## config.mk

```make
export PLATFORM = sky130hd
export DESIGN_NAME = hcsr04_echo_emulator_periph
export DESIGN_NICKNAME = d
export VERILOG_FILES = /design/src/rtl/hcsr04_echo_emulator_periph.sv
export SDC_FILE = /design/constraint.sdc
export NUM_CORES = 1
export LEC_CHECK = 0
export CAP_MARGIN = 10
export CORE_MARGIN = 2
export CORE_UTILIZATION = 30
export CTS_CLUSTER_SIZE = 10
export DETAILED_ROUTE_END_ITERATION = 8
export HOLD_SLACK_MARGIN = 0.02
export PLACE_DENSITY_LB_ADDON = 0.12
export SYNTH_ARGS = -nofsm -noshare
export SYNTH_HDL_FRONTEND = slang
export SYNTH_SLANG_ARGS = --single-unit
```

## constraint.sdc

```tcl
create_clock -name PCLK -period 9.8 [get_ports PCLK]
set_input_delay 1.96 -clock PCLK [delete_from_list [all_inputs] [get_ports PCLK]]
set_output_delay 1.96 -clock PCLK [all_outputs]
set_load 0.01 [all_outputs]
```

## src/rtl/hcsr04_echo_emulator_periph.sv

```systemverilog
// HC-SR04 responder emulator on APB: answers a valid trig_in pulse with a programmable echo pulse.
// Registers: CTRL (EN, NO_TARGET), DIST (cm), STATUS (BUSY, SHORT_TRIG W1C, PING_CNT).
module hcsr04_echo_emulator_periph #(
  parameter int unsigned CLK_PER_US   = 100,
  parameter int unsigned MIN_TRIG_US  = 10,
  parameter int unsigned BURST_US     = 200,
  parameter int unsigned US_PER_CM    = 58,
  parameter int unsigned NO_TARGET_US = 38000
) (
  input  logic        PCLK,
  input  logic        PRESET,
  input  logic [3:0]  PADDR,
  input  logic [31:0] PWDATA,
  input  logic        PWRITE,
  input  logic        PENABLE,
  input  logic        PSEL,
  output logic [31:0] PRDATA,
  output logic        PREADY,
  input  logic        trig_in,
  output logic        echo_out
);

  localparam int unsigned TICK_W = (CLK_PER_US > 1) ? $clog2(CLK_PER_US) : 1;

  localparam logic [1:0] ST_IDLE  = 2'd0;
  localparam logic [1:0] ST_TRIG  = 2'd1;
  localparam logic [1:0] ST_BURST = 2'd2;
  localparam logic [1:0] ST_ECHO  = 2'd3;

  logic [TICK_W-1:0] r_tick_cnt;
  logic              r_trig_meta;
  logic              r_trig_s;
  logic              r_trig_prev;
  logic [1:0]        r_state;
  logic [15:0]       r_us_cnt;
  logic [15:0]       r_len;
  logic [8:0]        r_dist_q;
  logic              r_nt_q;
  logic              r_en;
  logic              r_no_target;
  logic [8:0]        r_dist;
  logic              r_short_trig;
  logic [7:0]        r_ping_cnt;
  logic              r_echo;
  logic [31:0]       r_prdata;
  logic              r_pready;

  logic        w_tick;
  logic        w_rise;
  logic        w_fall;
  logic        w_access;
  logic        w_wr;
  logic [1:0]  w_sel;
  logic        w_busy;
  logic        w_short_set;
  logic        w_short_clr;
  logic [15:0] w_len_calc;
  logic [31:0] w_rdata;
  logic        w_unused_bits;

  assign w_tick   = (r_tick_cnt == TICK_W'(CLK_PER_US - 1));
  assign w_rise   = r_trig_s & ~r_trig_prev;
  assign w_fall   = ~r_trig_s & r_trig_prev;
  assign w_access = PSEL & PENABLE & ~r_pready;
  assign w_wr     = w_access & PWRITE;
  assign w_sel    = PADDR[3:2];
  assign w_busy   = (r_state == ST_BURST) || (r_state == ST_ECHO);

  assign w_short_set = r_en && (r_state == ST_TRIG) && w_fall &&
                       (r_us_cnt < 16'(MIN_TRIG_US));
  assign w_short_clr = w_wr && (w_sel == 2'd2) && PWDATA[1];

  assign w_unused_bits = ^{PADDR[1:0], PWDATA[31:9]};

  // Product is kept to 16 bits; 511 cm * 58 us/cm still fits.
  always_comb begin
    w_len_calc = r_nt_q ? 16'(NO_TARGET_US) : (16'(r_dist_q) * 16'(US_PER_CM));
    if (w_len_calc == 16'd0) begin
      w_len_calc = 16'd1;
    end
  end

  always_comb begin
    w_rdata = '0;
    case (w_sel)
      2'd0: w_rdata[1:0] = {r_no_target, r_en};
      2'd1: w_rdata[8:0] = r_dist;
      2'd2: begin
        w_rdata[0]    = w_busy;
        w_rdata[1]    = r_short_trig;
        w_rdata[15:8] = r_ping_cnt;
      end
      default: w_rdata = '0;
    endcase
  end

  always_ff @(posedge PCLK or posedge PRESET) begin
    if (PRESET) begin
      r_tick_cnt  <= '0;
      r_trig_meta <= 1'b0;
      r_trig_s    <= 1'b0;
      r_trig_prev <= 1'b0;
    end else begin
      r_tick_cnt  <= w_tick ? '0 : r_tick_cnt + 1'b1;
      r_trig_meta <= trig_in;
      r_trig_s    <= r_trig_meta;
      r_trig_prev <= r_trig_s;
    end
  end

  always_ff @(posedge PCLK or posedge PRESET) begin
    if (PRESET) begin
      r_pready     <= 1'b0;
      r_prdata     <= '0;
      r_en         <= 1'b0;
      r_no_target  <= 1'b0;
      r_dist       <= '0;
      r_short_trig <= 1'b0;
    end else begin
      r_pready <= w_access;
      if (w_access && !PWRITE) begin
        r_prdata <= w_rdata;
      end
      if (w_wr && (w_sel == 2'd0)) begin
        r_en        <= PWDATA[0];
        r_no_target <= PWDATA[1];
      end
      if (w_wr && (w_sel == 2'd1)) begin
        r_dist <= PWDATA[8:0];
      end
      // A new short trigger outranks a simultaneous W1C.
      r_short_trig <= w_short_set | (r_short_trig & ~w_short_clr);
    end
  end

  always_ff @(posedge PCLK or posedge PRESET) begin
    if (PRESET) begin
      r_state    <= ST_IDLE;
      r_us_cnt   <= '0;
      r_len      <= '0;
      r_dist_q   <= '0;
      r_nt_q     <= 1'b0;
      r_ping_cnt <= '0;
      r_echo     <= 1'b0;
    end else if (!r_en) begin
      r_state <= ST_IDLE;
      r_echo  <= 1'b0;
    end else begin
      case (r_state)
        ST_IDLE: begin
          r_echo <= 1'b0;
          if (w_rise) begin
            r_state  <= ST_TRIG;
            r_us_cnt <= '0;
          end
        end
        ST_TRIG: begin
          if (w_fall) begin
            if (r_us_cnt >= 16'(MIN_TRIG_US)) begin
              // Snapshot so register writes cannot disturb the ping in flight.
              r_dist_q <= r_dist;
              r_nt_q   <= r_no_target;
              r_us_cnt <= '0;
              r_state  <= ST_BURST;
            end else begin
              r_state <= ST_IDLE;
            end
          end else if (w_tick && (r_us_cnt != 16'hFFFF)) begin
            r_us_cnt <= r_us_cnt + 16'd1;
          end
        end
        ST_BURST: begin
          if (w_tick) begin
            if (r_us_cnt == 16'(BURST_US - 1)) begin
              r_echo   <= 1'b1;
              r_len    <= w_len_calc;
              r_us_cnt <= '0;
              r_state  <= ST_ECHO;
            end else begin
              r_us_cnt <= r_us_cnt + 16'd1;
            end
          end
        end
        ST_ECHO: begin
          if (w_tick) begin
            if (r_us_cnt == r_len - 16'd1) begin
              r_echo     <= 1'b0;
              r_ping_cnt <= r_ping_cnt + 8'd1;
              r_state    <= ST_IDLE;
            end else begin
              r_us_cnt <= r_us_cnt + 16'd1;
            end
          end
        end
        default: r_state <= ST_IDLE;
      endcase
    end
  end

  assign PRDATA   = r_prdata;
  assign PREADY   = r_pready;
  assign echo_out = r_echo;

endmodule

```

==> results.cfg, run 1 <==
[run_status]
status = finished clean

[cts]
cts_root_buffer = clkbuf_16
cts.sinks = 92
numCtsBuffers = 9
cts_tree = done
cts_setup_buffers = 0
ctsResizeCount = 0
cts.clk_slew.worst_paths_ns = 0.07
clkLatencyLatePin_ns = 0.35
hold_buffers = 0
ctsLongestPathBuffers = 2
htreeDepth = 3

[final_layout]
seqCellArea_sq_um = 2300
nets = 745
fillers = 1985
multi_input_area_sq_um = 3270
area_growth_pct = 14.3
antenna_cells = 0
drive_above_1_share = 0.0826

[floorplanning]
start_util = 0.306
dieArea_sq_um = 21000
core_region_area_sq_um = 19500
die_y_um = 145
ios = 76
dieWidth_um = 145
rows = 51

[pwr]
p_sw_mw = 0.219
clockPowerShare = 0.441
power_density_nw_per_um2 = 130
seqPwrFrac = 0.471
p_comb_frac = 0.088
leakage_nw = 3.07
irDropWorstVdd_mv = 0.0873
swShare = 0.246
p_int_mw = 0.669

[logic_synthesis]
yosysSeqAreaShare = 0.386
synth_common_cells = dfrtp_1 (92), nand2_1 (66), inv_1 (53)
syn_area_sq_um = 5960
synth_top_cell_by_area = dfrtp_1
synth_ff_type = dfrtp_1
syn_inst = 627
synth.most_common_cell = dfrtp_1
synth_edf_count = 0
yosys_warnings = 0
netlist.area_leader.share = 0.386
synthArstFlopShare = 1.00
synth_seq_cells = 92
synthTopCellsByArea = dfrtp_1 (39%), ha_1 (8.6%), fa_1 (4.4%)
yosys.cell_types.count = 63
syn_avg_cell_area_sq_um = 9.50

[timing]
worst_pin_slew_ns = 0.885
finalCriticalPeriod_ns = 4.14
maxSlewHeadroom = 0.410
fmax_mhz = 241
hold_viol_final = 0
fin_setup_tns_ns = 0
finalSetupViolCount = 0
fin_crit_sh = 0.423
rsz0062_at_grt = no
drv_slew = 0
finalClockSkew_ns = 0.00963
setup_slack_ns = 5.66

[worst_setup_path]
worst-setup-path-type = flop to flop
critPathCaptureType = flop
cp_max_fo = 5
crit_path_start_kind = flop
crit_required_ns = 10.08
critical_path_arrival_ns = 4.43
reg2reg_from = r_dist_q[1]
cp-startpoint = r_dist_q[1]

[drt]
via_count = 4414
wl_um = 13100
drt.antenna.violating_nets = 0
drc = 0
drt-initial-drc-count = 295
routed_via_density = 4.80
post_drt_wl_per_cell_um = 14.2
drtPass1Iterations = 4

[global_routing]
grt-ovfl-total = 0
grt.total_usage = 0.131
grt_pass1_wl_um = 22900
grt_max_degree = 63
grt_pass1_vias = 4530
antenna_found_initial = 0

[placement]
pre_cts_ws_ns = 5.72
gp_congestion = 0.800
hpwlAfterDp_um = 9740
port_buffers = 34

[job]
drv_cap = 0

[hold_path]
hp-start = r_trig_meta
min_path_type = flop to flop
==> cell usage in the layout (no fill, tap or decap), types with 6 or more instances in the layout <==
cell type,count
or4_1,7
o31ai_1,16
inv_1,52
dfrtp_1,92
nor2b_1,13
clkdlybuf4s50_1,34
nor4_1,9
and3_1,6
clkbuf_16,9
nor2_1,34
nor3_1,9
xnor2_1,26
xor2_1,9
o21ai_0,45
nand3_1,20
fa_1,13
conb_1,16
mux2_2,23
nand4_1,12
nand2_1,66
ha_1,41
a21oi_1,12
==> cell families (layout without fill, tap and decap cells) <==
logic type                 after synthesis  after routing  synth area share
adders and majority gates               54             54             0.130
other                                    1             16          0.000630
and+or+nand+nor                        206            206             0.176
xor gates and xnor gates                35             35            0.0515
buffers and inverters                   95            107            0.0733
AOI/OAI and AO/OA                      118            118             0.134
DFF                                     92             92             0.386
muxes                                   26             26            0.0485
==> layer usage <==
layer,global-route usage,share of wire,up-vias
li1,-,-,2194
met1,0.176,0.50,2155
met2,0.215,0.46,54
met3,0.0189,0.023,11
met4,0.0446,0.014,0
met5,0,0,-
==> final cells by class <==
cell class,instances,share of cell area
repair buffers,38,0.0544
flip-flops and latches,92,0.338
clock buffers,10,0.0351
inverters,53,0.0294
well taps,265,0.0487
multi-input cells,455,0.481
clock inverters,6,0.0138
==> power groups by stage <==
stage               logic [mW]  clock network [mW]  registers (mW)
global route            0.0880               0.419           0.422
detailed placement      0.0794                   0           0.425
finish                  0.0783               0.391           0.418
global placement        0.0778                   0           0.425
CTS                     0.0798               0.405           0.418
floorplan               0.0537                   0           0.421
==> final timing paths <==
kind / endpoint / slack, ns / depth (start not counted)
setup / recovery: r_len[0] / 5.66 / 13
hold / removal: r_trig_s / 0.35 / 0
setup reg to reg: r_len[0] / 5.66 / 13
hold reg to reg: r_trig_s / 0.35 / 0
max in group asynchronous: r_len[11] / 6.65 / 3
min in group asynchronous: r_ping_cnt[2] / 1.96 / 2
==> flip-flops by register name (all words and copies together) (netlist names) <==
signal	count
PREADY	1
r_no_target	1
r_nt_q	1
r_len	16
r_trig_prev	1
r_trig_meta	1
r_trig_s	1
r_state	2
r_en	1
r_dist	9
PRDATA	16
echo_out	1
r_us_cnt	16
r_dist_q	9
r_tick_cnt	7
r_short_trig	1
r_ping_cnt	8
==> critical path, stage by stage (launching register included) <==
cell,delay (ns)
dfrtp_1,0.44
inv_1,0.12
fa_1,0.54
inv_1,0.04
ha_1,0.30
fa_1,0.46
ha_1,0.34
a21oi_1,0.22
o21ai_0,0.14
a2111oi_0,0.65
nor2_1,0.17
xor2_1,0.19
nor4_1,0.28
a31o_2,0.19
==> stage by stage <==
step / cells / hold WS, ns / utilization / instance area [sq um] / power, mW
6_report: 919 / 0.351 / 0.350 / 6810 / 0.887
5_1_grt: 919 / 0.359 / 0.350 / 6810 / 0.929
4_1_cts: 919 / 0.354 / 0.350 / 6810 / 0.903
3_5_place_dp: 903 / 0.337 / 0.333 / 6480 / 0.505
3_3_place_gp: 903 / 0.332 / 0.333 / 6480 / 0.503
2_1_floorplan: 642 / 0.331 / - / 6010 / 0.474
Note: power is estimated with default switching activity, not from simulation.
==> inputs of run 2 (changes only) <==
==> constraint.sdc (replaced) <==
create_clock -name PCLK -period 3.56 [get_ports PCLK]
set_input_delay 0.712 -clock PCLK [delete_from_list [all_inputs] [get_ports PCLK]]
set_output_delay 0.712 -clock PCLK [all_outputs]
set_load 0.01 [all_outputs]
==> results.cfg, run 2 (same netlist as run 1, synthesis figures left out) <==
[timing]
drv_slew = 0
hold_viol_final = 0
fmax_mhz = 291
fin_crit_sh = 0.966
fin_hold_ws_ns = 0.359
finalSetupViolCount = 0
maxSlewHeadroom = 0.427
worst_pin_slew_ns = 0.859
finalClockSkew_ns = 0.0126
finalCriticalPeriod_ns = 3.44

[run_status]
status = finished clean

[final_layout]
area_growth_pct = 21.3
nets = 779
final_cell_mix = dfrtp_1 (92), nand2_1 (66), inv_1 (46), o21ai_0 (42), buf_4 (37)
antenna_cells = 0
drive_above_1_share = 0.167
layout.cells.most_common = dfrtp_1
stdcell_area_sq_um = 7220

[cts]
cts.clk_slew.worst_paths_ns = 0.07
htreeDepth = 3
clkLatencyLatePin_ns = 0.35
hold_buffers = 0
ctsLongestPathBuffers = 2
cts_root_buffer = clkbuf_16
cts_tree = done
cts.sinks = 92
numCtsBuffers = 9

[worst_setup_path]
crit_path_start_kind = flop
worst-setup-path-type = flop to flop
reg2reg_depth = 10
critical_path_arrival_ns = 3.68
cp_max_fo = 8
crit_required_ns = 3.80
crit_end = r_ping_cnt[1]
worstReg2RegEnd = r_ping_cnt[1]
reg2reg_from = r_len[0]
critPathCaptureType = flop
reg2reg_slack_ns = 0.12
cp-startpoint = r_len[0]

[global_routing]
grt_max_degree = 48
grt_pass1_vias = 4557
grt.total_usage = 0.130
antenna_found_initial = 0
grt-ovfl-total = 0
grt_pass1_wl_um = 22900

[drt]
drtPass1Iterations = 4
routed_via_density = 4.77
post_drt_wl_per_cell_um = 14.0
drt.antenna.violating_nets = 0
drt-initial-drc-count = 222
via_count = 4542
wl_um = 13400
drc = 0

[pwr]
irDropWorstVdd_mv = 0.212
leakage_nw = 3.22
power_density_nw_per_um2 = 322

[floorplanning]
core_region_area_sq_um = 19500
rows = 51
start_util = 0.306
die_y_um = 145
ios = 76
dieWidth_um = 145
dieArea_sq_um = 21000

[hold_path]
min_path_type = flop to flop

[placement]
port_buffers = 34
gp_congestion = 0.798
dpl_cell_area_sq_um = 6730
hpwlAfterDp_um = 10000

[job]
drv_cap = 0
==> run 2: cell count changes in the layout (fill, tap and decap cells not counted), sizes merged <==
cell | previous run | this run
bufinv | 2 | 0
clkinvlp | 1 | 2
buf | 4 | 38
clkinv | 2 | 3
==> run 2: layout make-up <==
class,count,area (sq um)
Multi-Input combinational cell,455,3460
Sequential cell,92,2300
Timing Repair Buffer,72,638
Inverter,53,200
Fill cell,1977,12200
Clock inverter,6,60.1
Clock buffer,10,229
Tap cell,265,332
==> run 2: power by group <==
part	leakage, nW	switching (mW)	total [mW]	internal, mW
Clock	0.134	0.457	0.946	0.489
Combinational	1.85	0.122	0.232	0.109
Sequential	1.24	0.0515	1.15	1.10
Total	3.22	0.631	2.33	1.70
==> run 2: how the worst min path moves through the flow <==
stage	startpoint	to	cells after the start
detailed placement	r_trig_meta	r_trig_s	0
global route	r_trig_meta	r_trig_s	0
CTS	r_trig_meta	r_trig_s	0
global placement	r_trig_meta	r_trig_s	0
finish	r_trig_meta	r_trig_s	0
floorplan	r_trig_meta	r_trig_s	0
==> run 2: worst max-delay path: stages (launching register included) <==
cell       delay (ns)
dfrtp_1          0.41
inv_1            0.08
ha_2             0.20
or3b_4           0.41
or4_4            0.44
a2111oi_4        0.39
nand4_1          0.16
a2111o_4         0.56
nor3_4           0.18
buf_4            0.18
mux2_2           0.33
==> run 2: timing repair <==
item | in CTS | in global routing
endpoints found under the setup margin | 3 | 11
pin swaps | 0 | 19
resized for setup | 6 | 31
buffers inserted | 0 | 3
==> run 2: stage by stage <==
step           setup WS, ns  utilization  std cells  TNS (ns)  total power [mW]
4_1_cts             0.00542        0.361        950         0              2.36
5_1_grt            -0.00533        0.371        953  -0.00533              2.44
6_report              0.120        0.371        953         0              2.33
2_1_floorplan        0.0196            -        642         0              1.31
3_5_place_dp         -0.123        0.346        934    -0.208              1.40
3_3_place_gp        -0.0995        0.346        934    -0.136              1.39
==> run 2: per-layer routing <==
metal	share of wire	wire length, um	GRT usage
met1	0.49	6530	0.177
met2	0.47	6250	0.208
met3	0.031	409	0.0258
met4	0.013	177	0.0436
met5	0	0	0
==> inputs of run 3 (changes only) <==
--- a/config.mk
+++ b/config.mk
@@ -5,7 +5,7 @@
 export SDC_FILE = /design/constraint.sdc
 export NUM_CORES = 1
 export LEC_CHECK = 0
-export CAP_MARGIN = 10
+export CAP_MARGIN = 20
 export CORE_MARGIN = 2
 export CORE_UTILIZATION = 30
 export CTS_CLUSTER_SIZE = 10
==> results of run 3 <==
Same layout as run 2: the final DEF is identical, and so are final timing and power.
